## src/rtl/simple_out_deserializer_if.sv

```systemverilog
`default_nettype none
// ============================================================================
//  Module   : simple_out_deserializer_if
//  Brief    : Sample strobe, word valid/ready and status bundle for the
//             simple_out_deserializer capture stage.
//  Revision : 1.0  initial release
// ============================================================================
interface simple_out_deserializer_if #(
    parameter int WIDTH = 8,
    parameter int TCW   = 16
);
    logic             in_bit;
    logic             in_en;
    logic [WIDTH-1:0] word_out;
    logic             word_valid;
    logic             word_ready;
    logic             overflow;
    logic [TCW-1:0]   toggle_cnt;

    // master = deserializer side, slave = producer/consumer side
    modport master (
        input  in_bit, in_en, word_ready,
        output word_out, word_valid, overflow, toggle_cnt
    );
    modport slave (
        output in_bit, in_en, word_ready,
        input  word_out, word_valid, overflow, toggle_cnt
    );
endinterface
`default_nettype wire

```

## src/rtl/simple_out_deserializer.sv

```systemverilog
`default_nettype none
// ============================================================================
//  Module   : simple_out_deserializer
//  Brief    : Packs the core's sampled out bit into WIDTH-bit words, buffers
//             them in a 2-entry FIFO and counts sampled-bit transitions.
//  Revision : 1.0  initial release
// ============================================================================
module simple_out_deserializer #(
    parameter int WIDTH = 8,
    parameter int TCW   = 16
) (
    input  wire logic                    iccad_clk,
    input  wire logic                    iccad_rst,
    simple_out_deserializer_if.master    bus
);
    localparam int                 c_CNT_W = (WIDTH > 2) ? $clog2(WIDTH) : 1;
    localparam logic [c_CNT_W-1:0] c_LAST  = c_CNT_W'(WIDTH - 1);
    localparam logic [c_CNT_W-1:0] c_ONE   = c_CNT_W'(1);
    localparam logic [TCW-1:0]     c_TMAX  = {TCW{1'b1}};

    logic [WIDTH-1:0]   r_shift;
    logic [c_CNT_W-1:0] r_bitcnt;
    logic [WIDTH-1:0]   r_head;
    logic [WIDTH-1:0]   r_tail;
    logic [1:0]         r_count;
    logic               r_overflow;
    logic [TCW-1:0]     r_toggle;
    logic               r_prev_bit;
    logic               r_prev_vld;

    logic [WIDTH-1:0]   w_shift_next;
    logic               w_push;
    logic               w_pop;
    logic               w_toggle;

    always_comb begin
        w_shift_next           = r_shift;
        w_shift_next[r_bitcnt] = bus.in_bit;
    end

    // Completed word is taken from w_shift_next so it includes the final bit
    assign w_push   = bus.in_en && (r_bitcnt == c_LAST);
    assign w_pop    = (r_count != 2'd0) && bus.word_ready;
    assign w_toggle = bus.in_en && r_prev_vld && (bus.in_bit != r_prev_bit)
                      && (r_toggle != c_TMAX);

    always_ff @(posedge iccad_clk) begin
        if (iccad_rst) begin
            r_shift    <= '0;
            r_bitcnt   <= '0;
            r_head     <= '0;
            r_tail     <= '0;
            r_count    <= 2'd0;
            r_overflow <= 1'b0;
            r_toggle   <= '0;
            r_prev_bit <= 1'b0;
            r_prev_vld <= 1'b0;
        end else begin
            if (bus.in_en) begin
                r_shift    <= w_shift_next;
                r_bitcnt   <= (r_bitcnt == c_LAST) ? '0 : (r_bitcnt + c_ONE);
                r_prev_bit <= bus.in_bit;
                r_prev_vld <= 1'b1;
            end
            if (w_toggle) begin
                r_toggle <= r_toggle + {{(TCW-1){1'b0}}, 1'b1};
            end

            // Head register always drives word_out; tail is only the 2nd slot
            case (r_count)
                2'd0: begin
                    if (w_push) begin
                        r_head  <= w_shift_next;
                        r_count <= 2'd1;
                    end
                end
                2'd1: begin
                    if (w_push && w_pop) begin
                        r_head <= w_shift_next;
                    end else if (w_pop) begin
                        r_count <= 2'd0;
                    end else if (w_push) begin
                        r_tail  <= w_shift_next;
                        r_count <= 2'd2;
                    end
                end
                2'd2: begin
                    if (w_push && w_pop) begin
                        r_head <= r_tail;
                        r_tail <= w_shift_next;
                    end else if (w_pop) begin
                        r_head  <= r_tail;
                        r_count <= 2'd1;
                    end else if (w_push) begin
                        r_overflow <= 1'b1;
                    end
                end
                default: begin
                    r_count <= 2'd0;
                end
            endcase
        end
    end

    assign bus.word_out   = r_head;
    assign bus.word_valid = (r_count != 2'd0);
    assign bus.overflow   = r_overflow;
    assign bus.toggle_cnt = r_toggle;

endmodule
`default_nettype wire

```

## src/flat_wrapper.sv

```systemverilog
// flat-port wrapper written by rule: the top's interface ports become plain ports
module simple_out_deserializer_flat 
#(
    parameter int WIDTH = 8,
    parameter int TCW   = 16
)
  (iccad_clk, iccad_rst, bus_in_bit, bus_in_en, bus_word_ready, bus_word_out, bus_word_valid, bus_overflow, bus_toggle_cnt);
  simple_out_deserializer_if #(.WIDTH(WIDTH), .TCW(TCW)) bus_i ();
  input  wire logic iccad_clk;
  input  wire logic iccad_rst;
  input wire logic [$bits(bus_i.in_bit)-1:0] bus_in_bit;
  input wire logic [$bits(bus_i.in_en)-1:0] bus_in_en;
  input wire logic [$bits(bus_i.word_ready)-1:0] bus_word_ready;
  output wire logic [$bits(bus_i.word_out)-1:0] bus_word_out;
  output wire logic [$bits(bus_i.word_valid)-1:0] bus_word_valid;
  output wire logic [$bits(bus_i.overflow)-1:0] bus_overflow;
  output wire logic [$bits(bus_i.toggle_cnt)-1:0] bus_toggle_cnt;
  assign bus_i.in_bit = bus_in_bit;
  assign bus_i.in_en = bus_in_en;
  assign bus_i.word_ready = bus_word_ready;
  assign bus_word_out = bus_i.word_out;
  assign bus_word_valid = bus_i.word_valid;
  assign bus_overflow = bus_i.overflow;
  assign bus_toggle_cnt = bus_i.toggle_cnt;
  simple_out_deserializer #(.WIDTH(WIDTH), .TCW(TCW)) u_core (.iccad_clk(iccad_clk), .iccad_rst(iccad_rst), .bus(bus_i));
endmodule
```

## config.mk

```make
export PLATFORM = sky130hd
export DESIGN_NAME = simple_out_deserializer_flat
export DESIGN_NICKNAME = d
export VERILOG_FILES = /design/src/rtl/simple_out_deserializer_if.sv /design/src/rtl/simple_out_deserializer.sv /design/src/flat_wrapper.sv
export SDC_FILE = /design/constraint.sdc
export NUM_CORES = 1
export LEC_CHECK = 0
export ABC_CLOCK_PERIOD_IN_PS = 1900
export CELL_PAD_IN_SITES_DETAIL_PLACEMENT = 1
export CELL_PAD_IN_SITES_GLOBAL_PLACEMENT = 1
export CORE_AREA = 3 3 74 145
export DETAILED_ROUTE_END_ITERATION = 6
export DIE_AREA = 0 0 77 148
export PLACE_DENSITY_LB_ADDON = 0.1
export RECOVER_POWER = 50
export SYNTH_ARGS = -nofsm -noshare
export SYNTH_HDL_FRONTEND = slang
export SYNTH_SLANG_ARGS = --single-unit
```

## constraint.sdc

```tcl
create_clock -name iccad_clk -period 1.9 [get_ports iccad_clk]
set_input_delay 0.38 -clock iccad_clk [delete_from_list [all_inputs] [get_ports iccad_clk]]
set_output_delay 0.38 -clock iccad_clk [all_outputs]
set_load 0.03 [all_outputs]
```

==> out/qor.txt, run 1 <==
Setup CP Type: reg -> out
final wirelength: 6.64 mm
final core utilization: 0.323
Starting Density: 0.245
number of library cell types mapped by synthesis: 46
CTS Hold Buffers Added: 0
Critical Path Start: u_core.bus.toggle_cnt[6]
Arr. time, crit path: 1.47 ns
final-report setup violation count: 0
Synth Cell Area: 2390 um^2
maximum level of the CTS H-tree: 2
Synth-to-Final Area Change: 31.7%
minimum period implied by the final worst setup slack: 1.85 ns
share of flip-flops with an asynchronous set or reset: 0
total via count after detailed routing: 2073
overall power of the completed layout: 2.96 mW
power density cells: 939 nW/um^2
fillers: 1158
number of enable flip-flop cells after synthesis: 0
number of buffers created by CTS: 5
routed wirelength normalized by instance count: 15.0 um
net total in the final layout: 321
largest net degree at the start of global routing: 29
warning count from the yosys run: 0
number of global-route vias before repair: 2147
final worst path period share: 0.972
hold crit path type: reg -> reg
register area: 961 um^2
mean post-synth cell area: 9.06 um^2
total grt overflow: 0
run status: complete, no violations
clock latency at the later pin of the worst-skew pair: 0.29 ns
Max Slew Vio Count: 0
normalized max-slew margin: 0.710
synthesis-stage register bit count: 48
horizontal extent of the die: 77 um
critical path's slowest cell: clkdlybuf4s50_1
I/O pins: 31
tightest hold margin: 0.461 ns
Hold Violations, Final: 0
HPWL after DPL: 5.03 mm
category of the worst setup path launch point: register
number of buffers inserted by post-CTS setup repair: 0
largest buffer count on any clock path: 2
Static Leakage: 1.23 nW
startpoint of the most critical hold path: u_core.bus.word_out[6]
maximum fanout along the worst path: 5
number of DRC violations after detailed-routing iteration 0: 30
Slew @ Worst Pin: 0.435 ns
startpoint of the lowest-slack register-to-register path: u_core.r_bitcnt[0]
clock-pin slew on the worst setup and hold paths: 0.07 ns
antenna diode instance count: 0
number of placed instances, taps included: 434
Required @ worst endpoint: 1.52 ns
routed via count divided by cell count: 4.69
number of max-capacitance violations reported: 0
Max Clock Freq: 541 MHz
cell-by-cell trace of the critical path: clkdlybuf4s50_1
floorplan core area: 9760 um^2
crit-path max cell delay: 0.72 ns
worst clock skew: 0.00512 ns
Cells after Synth: 264
portion of the post-synthesis area used by sequential elements: 0.402
area used by multi-input combinational logic: 1330 um^2
Clock Tree Root: clkbuf_16
total routing usage reported by global routing: 0.125
worst path buffer plus inverter count: 1
DRC Markers: 0
number of antenna violations at the first check in global routing: 0
number of nets with antenna violations after detailed routing: 0
DRT Pass-1 Iters: 4
final weighted congestion in routability-driven placement: 0.770
ratio of cells with drive above 1 in the final layout: 0.171
die outline area: 11400 um^2
wire length of the first global-routing pass: 11.1 mm
Post-Synthesis Net Count: 276
clock tree from TritonCTS: built
TritonCTS sink count: 48
Port Buffer Count: 30
number of rows created at floorplan: 51
RSZ-0062 raised after global routing: false
top library cells by usage in the layout, fill and taps aside: 53 x nor2_1, 48 x dfxtp_1, 22 x buf_4
top_reg_cell synth: dfxtp_1
dominant delay contributor by cell family on the critical path: buffers and inverters
most frequent standard cell in the layout excluding fill and tap cells: nor2_1
Worst Setup End Kind: output pin
Chip Height: 148 um
highest ir drop seen on vdd: 388 uV
post-CTS resize count: 3
Final Instance Count excl. Fillers: 442
synth_stat cells, types with 3 or more instances:
master,number,area share
nor2_1,53,0.083
dfxtp_1,48,0.40
a211oi_1,18,0.056
a21oi_1,15,0.031
mux2i_1,13,0.054
clkbuf_1,11,0.017
o2bb2ai_1,8,0.029
ha_1,7,0.037
inv_1,7,0.011
nand2_1,7,0.011
xnor2_1,7,0.026
nand3_1,6,0.013
nand3b_1,6,0.019
nor3_1,6,0.013
nand4_1,4,0.010
nor3b_1,4,0.013
nand2b_1,3,0.0078
xor2_1,3,0.011
metal layers:
layer	vias up	global-route usage	routed length, um
met2	32	0.252	3910
met5	-	0	0
met1	1007	0.120	2430
met3	9	0.0201	145
li1	1025	-	-
met4	0	0.0535	147
stage by stage:
step                      setup slack [ns]  setup TNS, ns  area [um^2]
after floorplan                     0.0469              0         2390
after global placement              -0.256          -4.40         2970
after detailed placement            -0.279          -5.09         2970
after CTS                          0.00885              0         3140
after global routing               0.00220              0         3150
final                               0.0533              0         3150
cell type report:
class                      instances  area share
multi-input combinational        191       0.423
inverter                           7     0.00834
sequential                        48       0.305
timing repair buffer              56       0.157
clock buffer                       5      0.0397
clock inverter                     3      0.0151
tap                              132      0.0524
worst paths after layout:
kind                                 end  slack (ns)  cells past startpoint
setup / recovery       bus_toggle_cnt[6]        0.05                      1
hold / removal    u_core.bus.word_out[6]        0.46                      1
setup reg to reg        u_core.r_tail[4]        0.09                      7
hold reg to reg   u_core.bus.word_out[6]        0.46                      1
where the power goes:
| part | internal, mW | switching [mW] | leakage, nW |
|---|---|---|---|
| Sequential | 1.14 | 0.0741 | 0.391 |
| Clock | 0.627 | 0.424 | 0.0840 |
| Combinational | 0.295 | 0.394 | 0.753 |
sequential cells by signal (all words and copies together) (netlist names):
register	count
u_core.bus.overflow	1
u_core.bus.toggle_cnt	16
u_core.bus.word_out	8
u_core.r_bitcnt	3
u_core.r_count	2
u_core.r_prev_bit	1
u_core.r_prev_vld	1
u_core.r_shift	8
u_core.r_tail	8
cell families (layout without fill, tap and decap cells):
logic type                 count (synthesis)  in the layout  share of synthesized area
and+or+nand+nor                          107            107                      0.247
AOI/OAI and AO/OA                         52             52                      0.157
DFF                                       48             48                      0.402
buffers and inverters                     25             71                     0.0549
muxes                                     14             14                     0.0591
xor gates and xnor gates                  11             11                     0.0434
adders and majority gates                  7              7                     0.0366
Note: power is estimated with default switching activity, not from simulation.
==> run 2: changes to the inputs <==
--- a/config.mk
+++ b/config.mk
@@ -8,9 +8,9 @@
 export ABC_CLOCK_PERIOD_IN_PS = 1900
 export CELL_PAD_IN_SITES_DETAIL_PLACEMENT = 1
 export CELL_PAD_IN_SITES_GLOBAL_PLACEMENT = 1
-export CORE_AREA = 3 3 74 145
+export CORE_AREA = 3 3 59 116
 export DETAILED_ROUTE_END_ITERATION = 6
-export DIE_AREA = 0 0 77 148
+export DIE_AREA = 0 0 62 119
 export PLACE_DENSITY_LB_ADDON = 0.1
 export RECOVER_POWER = 50
 export SYNTH_ARGS = -nofsm -noshare
==> run 2 against run 1 <==
Compared with the run above:
- count of clock-buffer cells in the layout unchanged
- first-iteration DRC count up 93%
- combinational power fell by 1%
- sequential cell count stayed put
- largest cell class unchanged
- core utilization is 18 points higher
- clock skew hardly changed
- total power fell by 0.88%
- maximum frequency increased by 1.4%
- sequential power barely moved
- non-clock buffer count shrank 7
- hold slack better by 0.0019 ns
==> out/qor.txt, run 2 (synthesis results as in run 1) <==
run status: complete, no violations
Setup CP Type: reg -> out
Chip Height: 119 um (-20%)
highest ir drop seen on vdd: 787 uV (+100%)
tightest hold margin: 0.463 ns (+0.00193 ns)
total routing usage reported by global routing: 0.185 (+0.0603)
net total in the final layout: 314 (-2.2%)
normalized max-slew margin: 0.741 (+0.0305)
category of the worst setup path launch point: register
largest buffer count on any clock path: 2 (unchanged)
worst reg2reg setup slack: 0.11 ns (+0.02 ns)
routed via count divided by cell count: 5.26 (+12%)
Static Leakage: 1.19 nW (-3.3%)
total negative setup slack: 0 ns (unchanged)
ratio of cells with drive above 1 in the final layout: 0.145 (-0.0258)
setup slack after layout: 0.0783 ns (+0.0251 ns)
clock latency at the later pin of the worst-skew pair: 0.29 ns (about the same)
Clock Tree Root: clkbuf_16
power density cells: 967 nW/um^2 (+3.1%)
Max Slew Vio Count: 0 (unchanged)
largest net degree at the start of global routing: 26 (-10%)
Worst Setup End Kind: output pin
Worst Reg2Reg Path Length in Cells: 7 (unchanged)
I/O pins: 31 (unchanged)
Slew @ Worst Pin: 0.378 ns (-0.0566 ns)
maximum level of the CTS H-tree: 2 (unchanged)
number of antenna violations at the first check in global routing: 0 (unchanged)
dominant delay contributor by cell family on the critical path: buffers and inverters
final weighted congestion in routability-driven placement: 0.802 (+4.1%)
hold crit path type: reg -> reg
number of DRC violations after detailed-routing iteration 0: 58 (+93%)
final-report setup violation count: 0 (unchanged)
total stage count of the critical path: 1 (unchanged)
die outline area: 7380 um^2 (-35%)
CTS Hold Buffers Added: 0 (unchanged)
maximum fanout along the worst path: 8 (+3)
minimum period implied by the final worst setup slack: 1.82 ns (-0.0251 ns)
Port Buffer Count: 30 (unchanged)
final wirelength: 6.01 mm (-9.5%)
top library cells by usage in the layout, fill and taps aside: 53 x nor2_1, 48 x dfxtp_1, 16 x a211oi_1, 16 x buf_4, 15 x clkdlybuf4s50_1
clock-pin slew on the worst setup and hold paths: 0.07 ns (about the same)
floorplan core area: 6060 um^2 (-38%)
antenna diode instance count: 0 (unchanged)
most frequent standard cell in the layout excluding fill and tap cells: nor2_1
clock tree from TritonCTS: built
number of nets with antenna violations after detailed routing: 0 (unchanged)
detailed route wirelength on metal2: 3.53 mm (-9.9%)
crit-path max cell delay: 0.71 ns (about the same)
DRT Pass-1 Iters: 4 (unchanged)
RSZ-0062 raised after global routing: false
number of cells on the worst hold path: 1 (unchanged)
overall power of the completed layout: 2.93 mW (-0.88%)
flip-flop count of the largest register, all copies and words added: 16 (unchanged)
HPWL after DPL: 4.61 mm (-8.4%)
wire length on met1: 2.20 mm (-9.5%)
number of buffers created by CTS: 5 (unchanged)
highest signal layer in the routed design: met4
Max Clock Freq: 549 MHz (+1.4%)
number of global-route vias before repair: 2198 (+2.4%)
Hold Violations, Final: 0 (unchanged)
worst clock skew: 0.00480 ns (-0.000323 ns)
Synth-to-Final Area Change: 26.7%
TritonCTS sink count: 48 (unchanged)
critical path's slowest cell: clkdlybuf4s50_1
horizontal extent of the die: 62 um (-19%)
amount of wire on met3 after detailed routing: 113 um (-22%)
Final Instance Count excl. Fillers: 387 (-12%)
total via count after detailed routing: 2036 (-1.8%)
total grt overflow: 0 (unchanged)
number of max-capacitance violations reported: 0 (unchanged)
DRC Markers: 0 (unchanged)
wire length of the first global-routing pass: 10.3 mm (-7.4%)
number of placed instances, taps included: 379 (-13%)
Required @ worst endpoint: 1.52 ns (about the same)
routed wirelength normalized by instance count: 15.5 um (+3.3%)
worst path buffer plus inverter count: 1 (unchanged)
Arr. time, crit path: 1.44 ns (-0.03 ns)
number of rows created at floorplan: 40 (-22%)
final worst path period share: 0.959 (-0.0132)
cell-by-cell trace of the critical path: clkdlybuf4s50_1
fillers: 701 (-39%)
Setup Slack @ Placement: -0.233 ns (+0.0464 ns)
Starting Density: 0.395 (+0.150)
[run 2: final timing paths]
check,startpoint,to
worst max-delay path,u_core.bus.toggle_cnt[12],bus_toggle_cnt[12]
worst min-delay path,u_core.bus.word_out[6],u_core.bus.word_out[6]
worst max register to register,u_core.r_bitcnt[0],u_core.r_tail[2]
worst min register to register,u_core.bus.word_out[6],u_core.bus.word_out[6]
[run 2: report_power, final]
part / switching, mW / total, mW / leakage [nW] / internal [mW]
Combinational: 0.388 / 0.679 / 0.713 / 0.291
Sequential: 0.0800 / 1.23 / 0.391 / 1.15
Clock: 0.402 / 1.03 / 0.0840 / 0.626
Total: 0.870 / 2.93 / 1.19 / 2.06
[run 2: through the flow]
stage / utilization / instance area (um^2)
after global placement: 0.472 / 2860
final: 0.501 / 3030
after detailed placement: 0.472 / 2860
after floorplan: - / 2390
after CTS: 0.500 / 3030
after global routing: 0.501 / 3030
[run 2: worst reg2reg max path, delay by kind of cell, from the launching register on]
kind	cells	cell delay, ns
compound gates	3	0.58
buf+inv	1	0.15
flops	1	0.32
fa+ha+maj	2	0.42
simple gates	1	0.24
[run 2: area by class of cell]
class / instances / area [um^2] / share of cell area
Clock buffer: 5 / 125 / 0.0413
Clock inverter: 3 / 47.5 / 0.0157
Inverter: 7 / 26.3 / 0.00867
Multi-Input combinational cell: 191 / 1320 / 0.436
Sequential cell: 48 / 961 / 0.317
Tap cell: 84 / 105 / 0.0347
Timing Repair Buffer: 49 / 444 / 0.147
[run 2: timing repair]
item,CTS,global route
setup buffers,0,0
gates resized for setup,3,11
endpoints found under the setup margin,3,17
cloned,0,0
[run 2: routing by layer]
layer  track usage  up-vias
met1         0.180      983
met3        0.0369       12
li1              -     1009
met2         0.342       32
met4        0.0837        0
met5             0        -
==> run 3: changes to the inputs <==
--- a/config.mk
+++ b/config.mk
@@ -8,11 +8,12 @@
 export ABC_CLOCK_PERIOD_IN_PS = 1900
 export CELL_PAD_IN_SITES_DETAIL_PLACEMENT = 1
 export CELL_PAD_IN_SITES_GLOBAL_PLACEMENT = 1
-export CORE_AREA = 3 3 59 116
+export CORE_AREA = 3 3 73 89
 export DETAILED_ROUTE_END_ITERATION = 6
-export DIE_AREA = 0 0 62 119
+export DIE_AREA = 0 0 76 92
 export PLACE_DENSITY_LB_ADDON = 0.1
 export RECOVER_POWER = 50
+export SKIP_CTS_REPAIR_TIMING = 1
 export SYNTH_ARGS = -nofsm -noshare
 export SYNTH_HDL_FRONTEND = slang
 export SYNTH_SLANG_ARGS = --single-unit
==> run 3 against run 2 <==
Compared with the run above:
- non-clock buffer count grew 10
- register-to-register slack gained 0.04 ns
- combinational power is 1% higher
- die area decreased by 5.2%
- clock skew rose by 0.0032 ns
- routed wire length grew 1.6%
- cell area shrank 1.1%
- core utilization up 2.9 points
- worst setup slack got worse by 0.016 ns
- sequential power hardly changed
- first-iteration DRC count shrank 28%
- critical path type unchanged
- highest routed layer unchanged
==> out/qor.txt, run 3 (synthesis results as in run 1) <==
run status: complete, no violations
final weighted congestion in routability-driven placement: 0.833 (+3.9%)
routed via count divided by cell count: 5.21 (-1.0%)
worst reg2reg setup slack: 0.15 ns (+0.04 ns)
cell-by-cell trace of the critical path: clkdlybuf4s50_1
maximum fanout along the worst path: 6 (-2)
clock-pin slew on the worst setup and hold paths: 0.09 ns (+0.02 ns)
total grt overflow: 0 (unchanged)
startpoint of the most critical hold path: u_core.bus.word_out[3]
worst clock skew: 0.00802 ns (+0.00322 ns)
number of cells on the worst hold path: 1 (unchanged)
minimum period implied by the final worst setup slack: 1.84 ns (+0.0155 ns)
flip-flop count of the largest register, all copies and words added: 16 (unchanged)
clock latency at the later pin of the worst-skew pair: 0.30 ns (about the same)
Required @ worst endpoint: 1.52 ns (about the same)
final wirelength: 6.10 mm (+1.6%)
horizontal extent of the die: 76 um (+23%)
Static Leakage: 1.19 nW (about the same)
overall power of the completed layout: 2.65 mW (-9.6%)
final-report setup violation count: 0 (unchanged)
antenna diode instance count: 0 (unchanged)
Worst Reg2Reg Path Length in Cells: 7 (unchanged)
ratio of cells with drive above 1 in the final layout: 0.169 (+0.0241)
routed wirelength normalized by instance count: 15.5 um (about the same)
startpoint of the lowest-slack register-to-register path: u_core.r_bitcnt[0]
Setup Slack @ Placement: -0.170 ns (+0.0634 ns)
destination of the worst hold path: u_core.bus.word_out[3]
clock tree from TritonCTS: built
top library cells by usage in the layout, fill and taps aside: 53 x nor2_1, 48 x dfxtp_1, 26 x buf_4
Setup CP Type: reg -> out
number of buffers created by CTS: 5 (unchanged)
Chip Height: 92 um (-23%)
final worst path period share: 0.967 (+0.00818)
Clock Tree Root: clkbuf_8
number of rows created at floorplan: 30 (-25%)
I/O pins: 31 (unchanged)
HPWL after DPL: 4.61 mm (about the same)
critical path's slowest cell: clkdlybuf4s50_1
number of global-route vias before repair: 2188 (-0.45%)
net total in the final layout: 324 (+3.2%)
crit-path max cell delay: 0.71 ns (about the same)
Max Slew Vio Count: 0 (unchanged)
DRC Markers: 0 (unchanged)
number of DRC violations after detailed-routing iteration 0: 42 (-28%)
worst flop-to-flop path endpoint: u_core.r_count[0]
largest buffer count on any clock path: 2 (unchanged)
Worst Setup End Kind: output pin
TritonCTS sink count: 48 (unchanged)
category of the worst setup path launch point: register
number of nets with antenna violations after detailed routing: 0 (unchanged)
number of max-capacitance violations reported: 0 (unchanged)
wire length of the first global-routing pass: 10.7 mm (+3.8%)
most frequent standard cell in the layout excluding fill and tap cells: nor2_1
highest ir drop seen on vdd: 551 uV (-30%)
largest net degree at the start of global routing: 22 (-15%)
tightest hold margin: 0.470 ns (+0.00683 ns)
area of all placed cells without fillers: 3000 um^2 (-1.1%)
maximum level of the CTS H-tree: 2 (unchanged)
normalized max-slew margin: 0.702 (-0.0387)
cell area after placement: 2930 um^2 (+2.4%)
Arr. time, crit path: 1.46 ns (+0.02 ns)
total routing usage reported by global routing: 0.187 (+0.00201)
Synth-to-Final Area Change: 25.4%
Starting Density: 0.422 (+0.0270)
Slew @ Worst Pin: 0.447 ns (+0.0689 ns)
number of antenna violations at the first check in global routing: 0 (unchanged)
die outline area: 6990 um^2 (-5.2%)
dominant delay contributor by cell family on the critical path: buffers and inverters
total via count after detailed routing: 2046 (+0.49%)
Hold Violations, Final: 0 (unchanged)
Max Clock Freq: 544 MHz (-0.85%)
power density cells: 884 nW/um^2 (-8.6%)
hold crit path type: reg -> reg
DRT Pass-1 Iters: 4 (unchanged)
worst path buffer plus inverter count: 1 (unchanged)
floorplan core area: 5670 um^2 (-6.4%)
setup slack after layout: 0.0628 ns (-0.0155 ns)
Port Buffer Count: 30 (unchanged)
run 3: where the power goes:
part | switching, mW | internal (mW)
sequential | 0.0740 | 1.14
combinational | 0.384 | 0.303
clock | 0.357 | 0.390
run 3: worst reg2reg max path: stages, from the launching register on:
cell and delay, ns:
dfxtp_1 0.32, ha_1 0.20, ha_1 0.22, and2_1 0.22, buf_4 0.17, xnor2_1 0.13
nand2_1 0.09, a311oi_1 0.30
run 3: area by class of cell:
type | instances | area (um^2)
clock buffer | 5 | 68.8
multi-input combinational | 191 | 1320
fill | 663 | 2670
tap | 80 | 100
sequential | 48 | 961
inverter | 7 | 26.3
clock inverter | 3 | 42.5
timing repair buffer | 59 | 485
run 3: per-layer routing:
layer,track usage,vias to the layer above,wire (um)
met2,0.357,25,3370
li1,-,1025,-
met3,0.0255,7,107
met5,0,-,0
met1,0.209,989,2520
met4,0.0695,0,95
run 3: per-stage QoR:
stage,TNS [ns],utilization,cells
after floorplan,0,-,264
after global placement,-1.25,0.517,385
after detailed placement,-2.30,0.517,385
after CTS,-0.393,0.537,393
after global routing,-0.0284,0.529,393
final,0,0.529,393
run 3: worst max-delay path by stage:
stage	startpoint	end	slack, ns	depth (start not counted)
final	u_core.bus.toggle_cnt[3]	bus_toggle_cnt[3]	0.06	1
after global routing	bus_in_bit	u_core.bus.toggle_cnt[14]	-0.03	7
after CTS	u_core.r_count[1]	bus_word_valid	-0.32	4
after detailed placement	bus_in_bit	u_core.bus.toggle_cnt[7]	-0.17	7
after global placement	bus_in_bit	u_core.bus.toggle_cnt[9]	-0.1	7
after floorplan	u_core.bus.toggle_cnt[0]	u_core.bus.toggle_cnt[7]	0.05	6
